$ cat src/rtl/mult_div_unit.sv
// mult_div_unit: multicycle signed multiply (radix-2 Booth) / divide (restoring) for MULT/DIV.
// Latency: WIDTH+2 cycles from accepted start to done; divide-by-zero finishes in 1 cycle.
// Backpressure: start is only sampled in IDLE or DONE; while busy the requester must hold off.
//
// Ports:
//   clock     rising-edge clock for all state
//   reset     synchronous, active-low
//   start     operation request (accepted in IDLE or DONE)
//   op        0 = signed multiply, 1 = signed divide
//   a, b      multiplicand/multiplier or dividend/divisor, latched on accept
//   busy      high while iterating (RUN) and packing the result (FIX)
//   done      one-cycle completion pulse
//   div_zero  set in DONE when the divide had b == 0, cleared on the next accept
//   hi, lo    mult: product upper/lower half; div: remainder/quotient
module mult_div_unit #(
  parameter int WIDTH = 32
) (
  input  logic             clock,
  input  logic             reset,
  input  logic             start,
  input  logic             op,
  input  logic [WIDTH-1:0] a,
  input  logic [WIDTH-1:0] b,
  output logic             busy,
  output logic             done,
  output logic             div_zero,
  output logic [WIDTH-1:0] hi,
  output logic [WIDTH-1:0] lo
);

  localparam int CW = (WIDTH > 1) ? $clog2(WIDTH) : 1;

  localparam logic [1:0] S_IDLE = 2'd0;
  localparam logic [1:0] S_RUN  = 2'd1;
  localparam logic [1:0] S_FIX  = 2'd2;
  localparam logic [1:0] S_DONE = 2'd3;

  localparam logic [CW-1:0] LAST_ITER = CW'(WIDTH - 1);
  localparam logic [CW-1:0] CNT_ONE   = CW'(1);

  // Control state
  logic [1:0]       state_q, state_d;
  logic [CW-1:0]    cnt_q, cnt_d;
  logic             op_q, op_d;
  logic             neg_quot_q, neg_quot_d;
  logic             neg_rem_q, neg_rem_d;
  logic             div_zero_q, div_zero_d;

  // Shared datapath.
  //   Multiply: {acc_hi, acc_lo, qm1} is the Booth accumulator {P_hi, P_lo, q_-1};
  //             mcand holds the sign-extended multiplicand.
  //   Divide:   acc_hi is the partial remainder, acc_lo shifts the dividend magnitude
  //             out at the top while quotient bits enter at the bottom;
  //             mcand holds the divisor magnitude.
  // acc_hi and mcand are one bit wider than an operand so that the most negative
  // multiplicand can be subtracted and a magnitude of 2^(WIDTH-1) fits unsigned.
  logic [WIDTH:0]   acc_hi_q, acc_hi_d;
  logic [WIDTH-1:0] acc_lo_q, acc_lo_d;
  logic             qm1_q, qm1_d;
  logic [WIDTH:0]   mcand_q, mcand_d;

  // Architectural results
  logic [WIDTH-1:0] hi_q, hi_d;
  logic [WIDTH-1:0] lo_q, lo_d;

  // Operand magnitudes; the unsigned interpretation of -(-2^(WIDTH-1)) is exactly 2^(WIDTH-1).
  logic [WIDTH-1:0] a_mag;
  logic [WIDTH-1:0] b_mag;

  assign a_mag = a[WIDTH-1] ? -a : a;
  assign b_mag = b[WIDTH-1] ? -b : b;

  // Booth step: add or subtract the multiplicand according to {q0, q_-1}.
  logic [WIDTH:0] booth_sum;

  always_comb begin
    booth_sum = acc_hi_q;
    case ({acc_lo_q[0], qm1_q})
      2'b01:   booth_sum = acc_hi_q + mcand_q;
      2'b10:   booth_sum = acc_hi_q - mcand_q;
      default: booth_sum = acc_hi_q;
    endcase
  end

  // Restoring division step: shift next dividend bit into the remainder and
  // subtract the divisor if it fits.
  logic [WIDTH:0] rem_shift;
  logic [WIDTH:0] rem_diff;
  logic           rem_ge;

  assign rem_shift = {acc_hi_q[WIDTH-1:0], acc_lo_q[WIDTH-1]};
  assign rem_diff  = rem_shift - mcand_q;
  assign rem_ge    = (rem_shift >= mcand_q);

  // Sign correction for the divide result. The remainder is always below the
  // divisor magnitude, so its top bit is zero and the low WIDTH bits carry it.
  logic [WIDTH-1:0] quot_fix;
  logic [WIDTH-1:0] rem_fix;

  assign quot_fix = neg_quot_q ? -acc_lo_q : acc_lo_q;
  assign rem_fix  = neg_rem_q ? -acc_hi_q[WIDTH-1:0] : acc_hi_q[WIDTH-1:0];

  always_comb begin
    state_d    = state_q;
    cnt_d      = cnt_q;
    op_d       = op_q;
    neg_quot_d = neg_quot_q;
    neg_rem_d  = neg_rem_q;
    div_zero_d = div_zero_q;
    acc_hi_d   = acc_hi_q;
    acc_lo_d   = acc_lo_q;
    qm1_d      = qm1_q;
    mcand_d    = mcand_q;
    hi_d       = hi_q;
    lo_d       = lo_q;

    case (state_q)
      S_RUN: begin
        cnt_d = cnt_q + CNT_ONE;
        if (!op_q) begin
          // Arithmetic shift right of {booth_sum, acc_lo, qm1} by one.
          acc_hi_d = {booth_sum[WIDTH], booth_sum[WIDTH:1]};
          acc_lo_d = {booth_sum[0], acc_lo_q[WIDTH-1:1]};
          qm1_d    = acc_lo_q[0];
        end else begin
          acc_hi_d = rem_ge ? rem_diff : rem_shift;
          acc_lo_d = {acc_lo_q[WIDTH-2:0], rem_ge};
        end
        if (cnt_q == LAST_ITER) begin
          state_d = S_FIX;
        end
      end

      S_FIX: begin
        if (!op_q) begin
          // Product is the low 2*WIDTH bits of the widened accumulator.
          hi_d = acc_hi_q[WIDTH-1:0];
          lo_d = acc_lo_q;
        end else begin
          hi_d = rem_fix;
          lo_d = quot_fix;
        end
        state_d = S_DONE;
      end

      default: begin
        // IDLE and DONE both accept a new request, which allows back-to-back issue.
        if (start) begin
          op_d       = op;
          div_zero_d = 1'b0;
          neg_quot_d = a[WIDTH-1] ^ b[WIDTH-1];
          neg_rem_d  = a[WIDTH-1];
          cnt_d      = '0;
          qm1_d      = 1'b0;
          acc_hi_d   = '0;
          if (!op) begin
            acc_lo_d = b;
            mcand_d  = {a[WIDTH-1], a};
            state_d  = S_RUN;
          end else if (b == '0) begin
            // No iterations; hi/lo keep the previous result.
            div_zero_d = 1'b1;
            state_d    = S_DONE;
          end else begin
            acc_lo_d = a_mag;
            mcand_d  = {1'b0, b_mag};
            state_d  = S_RUN;
          end
        end else begin
          state_d = S_IDLE;
        end
      end
    endcase
  end

  always_ff @(posedge clock) begin
    if (!reset) begin
      state_q    <= S_IDLE;
      cnt_q      <= '0;
      op_q       <= 1'b0;
      neg_quot_q <= 1'b0;
      neg_rem_q  <= 1'b0;
      div_zero_q <= 1'b0;
      acc_hi_q   <= '0;
      acc_lo_q   <= '0;
      qm1_q      <= 1'b0;
      mcand_q    <= '0;
      hi_q       <= '0;
      lo_q       <= '0;
    end else begin
      state_q    <= state_d;
      cnt_q      <= cnt_d;
      op_q       <= op_d;
      neg_quot_q <= neg_quot_d;
      neg_rem_q  <= neg_rem_d;
      div_zero_q <= div_zero_d;
      acc_hi_q   <= acc_hi_d;
      acc_lo_q   <= acc_lo_d;
      qm1_q      <= qm1_d;
      mcand_q    <= mcand_d;
      hi_q       <= hi_d;
      lo_q       <= lo_d;
    end
  end

  assign busy     = (state_q == S_RUN) || (state_q == S_FIX);
  assign done     = (state_q == S_DONE);
  assign div_zero = div_zero_q;
  assign hi       = hi_q;
  assign lo       = lo_q;

endmodule

$ cat config.mk
export PLATFORM = sky130hd
export DESIGN_NAME = mult_div_unit
export DESIGN_NICKNAME = d
export VERILOG_FILES = /design/src/rtl/mult_div_unit.sv
export SDC_FILE = /design/constraint.sdc
export NUM_CORES = 1
export LEC_CHECK = 0
export BUFFER_PORTS_ARGS = -buffer_cell sky130_fd_sc_hd__buf_2
export CORE_ASPECT_RATIO = 1.75
export CORE_MARGIN = 2
export CORE_UTILIZATION = 30
export CTS_CLUSTER_DIAMETER = 150
export DETAILED_ROUTE_END_ITERATION = 6
export GPL_TIMING_DRIVEN = 0
export PLACE_DENSITY = 0.46
export SYNTH_ARGS = -nofsm -noshare
export SYNTH_HDL_FRONTEND = slang
export SYNTH_SLANG_ARGS = --single-unit
$ cat constraint.sdc
create_clock -name clock -period 3.9 [get_ports clock]
set_input_delay 0.78 -clock clock [delete_from_list [all_inputs] [get_ports clock]]
set_output_delay 0.78 -clock clock [all_outputs]
set_load 0.01 [all_outputs]
Word level (Yosys, flattened, before mapping)

Cells that the tools add are included.
W data, S select, Z words.

Register bits after elaboration: 174
Input port bits: 68
Output and inout bits: 67
Word-level logic and storage cells: 73

$add $sub $neg: 8
Order comparisons: 1
Equal/unequal tests: 10
Muxes and demuxes: 30
Bitwise operators: 3
Reduce and logical (&&, ||, !) cells: 9

Operators with widths:

| kind                  | number |
|---|---|
| $mux W32              | 10 |
| $mux W33              | 5 |
| $pmux W33 S2          | 2 |
| $neg A32 Y32          | 4 |
| $sub A33 B33 Y33      | 2 |
| $pmux W32 S2          | 1 |
| $add A33 B33 Y33      | 1 |
| $ge A33 B33 Y1        | 1 |
| $logic_not A32 Y1     | 1 |
| $pmux W5 S2           | 1 |
| $reduce_and A3 Y1     | 3 |
| $mux W2               | 4 |
| $eq A2 B2 Y1 const B  | 3 |
| $ne A2 B2 Y1 const B  | 3 |
| $add A5 B1 Y5 const B | 1 |
| $eq A5 B5 Y1 const B  | 1 |
| $mux W5               | 1 |
| $eq A2 B1 Y1 const B  | 2 |
| $mux W1               | 4 |
| $pmux W2 S2           | 1 |
| $reduce_and A2 Y1     | 2 |
| $ne A3 B2 Y1 const B  | 1 |
| $not A1 Y1            | 2 |
| $pmux W1 S2           | 1 |
| other kinds (4)       | 4 |

Depth between registers and ports, before layout

Depth in word-level cells: 6
Gate-level depth with buffers: 19
Mapped depth without buffers: 18

Worst setup path after synthesis

Ideal clock, no wire load.

Kind: flip-flop to flip-flop
Start: register mcand_q[2]
End: register acc_hi_q[25]
Setup time: 0.122 ns
Data arrival time: 3.822 ns
Data required time: 3.778 ns
Path slack: -0.043 ns
Stages on the path, launching flop included: 19
Path buffers: 1
Clock period less this slack: 3.943 ns
Cell sequence: dfxtp_1 > nor4_2 > and2_1 > and3_1 > and4_1 > a21o_1 > o21ai_0 > xnor2_1 > ha_1 > clkbuf_1 > a211oi_1 > o21ai_0 > a221oi_1 > a21boi_1 > o21ai_0 > a31oi_1 > xor2_1 > o21ai_0 > a221o_1

Longest elaborated chain between the ends: 4
Elaborated cells between the ends (all ways): 8
Classes of those cells: 3 x add/sub; 1 x order compare; 4 x mux

Ends and longest elaborated chain:

| element                                        | line    | source |
|---|---|---|
| start, declared                                | 60      | `logic [WIDTH:0] mcand_q, mcand_d;` |
| start signal, assigned                         | 200     | `mcand_q <= mcand_d;` |
| $sub A33 B33 Y33, or another cell as far along | 80      | `2'b10: booth_sum = acc_hi_q - mcand_q;` |
| $pmux W33 S2 or $mux W33 (tied branches)       | 78, 126 |  |
| $mux W33 (*)                                   | 120     | `if (!op_q) begin` |
| $pmux W33 S2 (*)                               | 117     | `case (state_q)` |
| end signal, assigned                           | 197     | `acc_hi_q <= acc_hi_d;` |
| end, declared                                  | 57      | `logic [WIDTH:0] acc_hi_q, acc_hi_d;` |

Mark *: on every way between the ends. The rest lies on a longest branch, timed or not.
A chain may end at the register's enable or synchronous reset.

Worst setup path in the final report

Start: register mcand_q[6]
End: register acc_hi_q[27]

Same word-level chain as after synthesis.

==> metrics.txt <==
P&R area growth vs syn 17.9%; critical path cell sequence nor4_2 > and2_4 > and3_4 > and4_4 > a21o_1 > o21ai_2 > xnor2_2 > ha_4 > a211oi_2 > o21ai_2 > a221oi_2 > nand3_1 > a21o_1 > a31oi_2 > xor2_1 > o21ai_1 > a221o_1; multi-input logic area 0.0111 mm2; Slew headroom 0.383; layout cells sized above 1 0.142; Max Cap Viol 0; num rows 108; first-pass GRT wire length 103000 um; GRT overflow 0; worst r2r src mcand_q[6]; Final Cell Area 0.0177 mm2; Crit Path Max Fanout 4; critical path arrival 4.40 ns; RSZ-0062 raised after global routing true; clock tree sinks 174; final setup margin -0.143 ns; crit path from mcand_q[6]; total track usage 0.266; Commonest cells post-synth 219 x nand2_1, 185 x a21oi_1, 174 x dfxtp_1; max-slew violation count 0; most common cell in the netlist nand2_1; status complete, but fails checks; number of global-route vias before repair 16400; via count 16000; cts hold-fix bufs 0; Fmax 0.247 GHz; Post-Synth Adder-Cell Area 0.0660; CP endpoint kind register; CTS tree built; Yosys warnings 0; crit path kind register to register; depth of the most critical reg-to-reg path 17; largest net degree at the start of global routing 19; PwrDens 769 mW/mm2; worst hold slack 0.477 ns; complex-gate fraction of the synthesized area 0.293; initial antenna violation count 3; Simple-Gate Fraction of Synth Area 0.200; xor/xnor share of the synthesized area 0.111; Max clock buf depth 2; root buffer cell clkbuf_16; Main synth FF type dfxtp_1; Starting Density 0.303; failing checks setup timing; Chip Height 300 um; R2R Setup Slk -0.14 ns; final setup skew 0.0192 ns; Post-DRT Antenna Nets 0; core area 0.0496 mm2; DP HPWL 57200 um; Nets 2321; clock transition at the registers of the reported paths 0.08 ns; FF+latch count, synth 174; final setup fails 7; number of synthesized flops with an enable pin 0; CTS buffer count 17; Tcrit/Tclk final 1.04; drt pass-1 iters 7; Final Hold Viols 0; vias per cell 5.61; Worst path max stage delay 0.36 ns; CP delay by family, top compound AO/OA/AOI/OAI gates; WL/cell 24.6 um; dpl ws -2.10 ns; HP Class register to register; htree depth 4; Max VDD drop 0.274 mV; Slowest cell on crit path dfxtp_1; Synth Instances 2002; Die ar. 0.0520 mm2; fill count 5391; # DRC 0; register area 0.00350 mm2; worst-skew pair later-pin latency 0.47 ns; Async SR Flop Fraction 0; Critical Path End acc_hi_q[27]; drt initial violations 1055; Worst-Margin Slew 0.926 ns; Critical Path Stages 17; Yosys cell types 80; worst r2r dst acc_hi_q[27]; netlist area before placement 0.0150 mm2; synth top area cells dfxtp_1 23%, ha_1 6.3%, a21oi_1 6.2%, xor2_1 5.8%, nand2_1 5.5%; crit path time final 4.04 ns; top cell type's share of synthesized area 0.232; Static Leak 0.00722 uW; final WL 70000 um; IO buf count 133; Synthesized Nets 2148; mux cell area share after synthesis 0.0431; gpl congestion 0.947; largest family of logic cells by synthesized area compound AO/OA/AOI/OAI gates; I/O pin count 135; CP Launch Type register; setup TNS -0.602 ns; WP data required 4.26 ns; Synth area leader dfxtp_1; Placed Area 0.0165 mm2; Avg Cell Area, Syn 7.50 um2; Horiz. Die Dim 173 um; worst path bufs/invs 0; Seq/Total Area, Yosys 0.232
-- area by class of cell --
class	count	area share
multi-input combinational	1616	0.626
sequential	174	0.197
timing repair buffer	158	0.0491
tap	660	0.0466
buffer	126	0.0309
clock buffer	18	0.0242
inverter	82	0.0174
clock inverter	14	0.00841
antenna	2	0.000283
-- where the power goes --
group / switching [uW] / internal (uW) / leakage [uW]
registers: 671 / 2260 / 0.00143
logic: 5650 / 3290 / 0.00551
clock network: 904 / 852 / 0.000281
-- per-layer routing --
metal  vias to the layer above  GRT usage  wire length, um
met5                         -          0               15
met4                         2      0.226             7100
met3                       253     0.0285             2280
met2                       583      0.524            37400
met1                      7561      0.239            23200
li1                       7598          -                -
-- registers in the layout, indices dropped and copies added (netlist names), 2 cells and up --
signal,cells
cnt_q,5
mcand_q,33
lo,32
acc_lo_q,32
state_q,2
acc_hi_q,33
hi,32
-- stage by stage --
step | power, uW | utilization | instances
final | 13600 | 0.357 | 2850
after global routing | 14500 | 0.357 | 2849
after CTS | 13300 | 0.351 | 2838
after floorplan | 8300 | - | 2002
after global placement | 11200 | 0.333 | 2795
after detailed placement | 11200 | 0.333 | 2795
-- cells by family (layout without fill, tap and decap cells) --
| kind of cell | after synthesis | count (layout) |
|---|---|---|
| AOI/OAI and AO/OA | 667 | 667 |
| and+or+nand+nor | 618 | 618 |
| buffers and inverters | 212 | 398 |
| xor gates and xnor gates | 190 | 190 |
| DFF | 174 | 174 |
| adders and majority gates | 78 | 78 |
| muxes | 63 | 63 |
| other | 0 | 2 |
-- worst min-delay path by stage --
stage,cells after the start,slack [ns],to,from
2_1_floorplan,2,0.44,mcand_q[32],mcand_q[32]
3_3_place_gp,1,0.46,hi[31],hi[31]
3_5_place_dp,1,0.46,lo[19],lo[19]
4_1_cts,1,0.48,hi[9],hi[9]
5_1_grt,1,0.50,hi[4],hi[4]
6_report,1,0.48,hi[9],hi[9]
-- repair_timing --
| action | CTS | global route |
|---|---|---|
| pin swaps | 27 | 24 |
| gates resized for setup | 72 | 49 |
| endpoints found under the setup margin | 34 | 28 |
| buffers inserted | 14 | 11 |
-- layout by cell type, fill, tap and decap left out, drive strengths merged, types with 76 or more instances in the layout --
cell type	n
buf	183
nor2	138
dfxtp	174
xnor2	91
clkbuf	119
inv	87
nand2	220
ha	76
a21oi	186
xor2	99
o21ai	133
(Power assumes the default switching activity.)
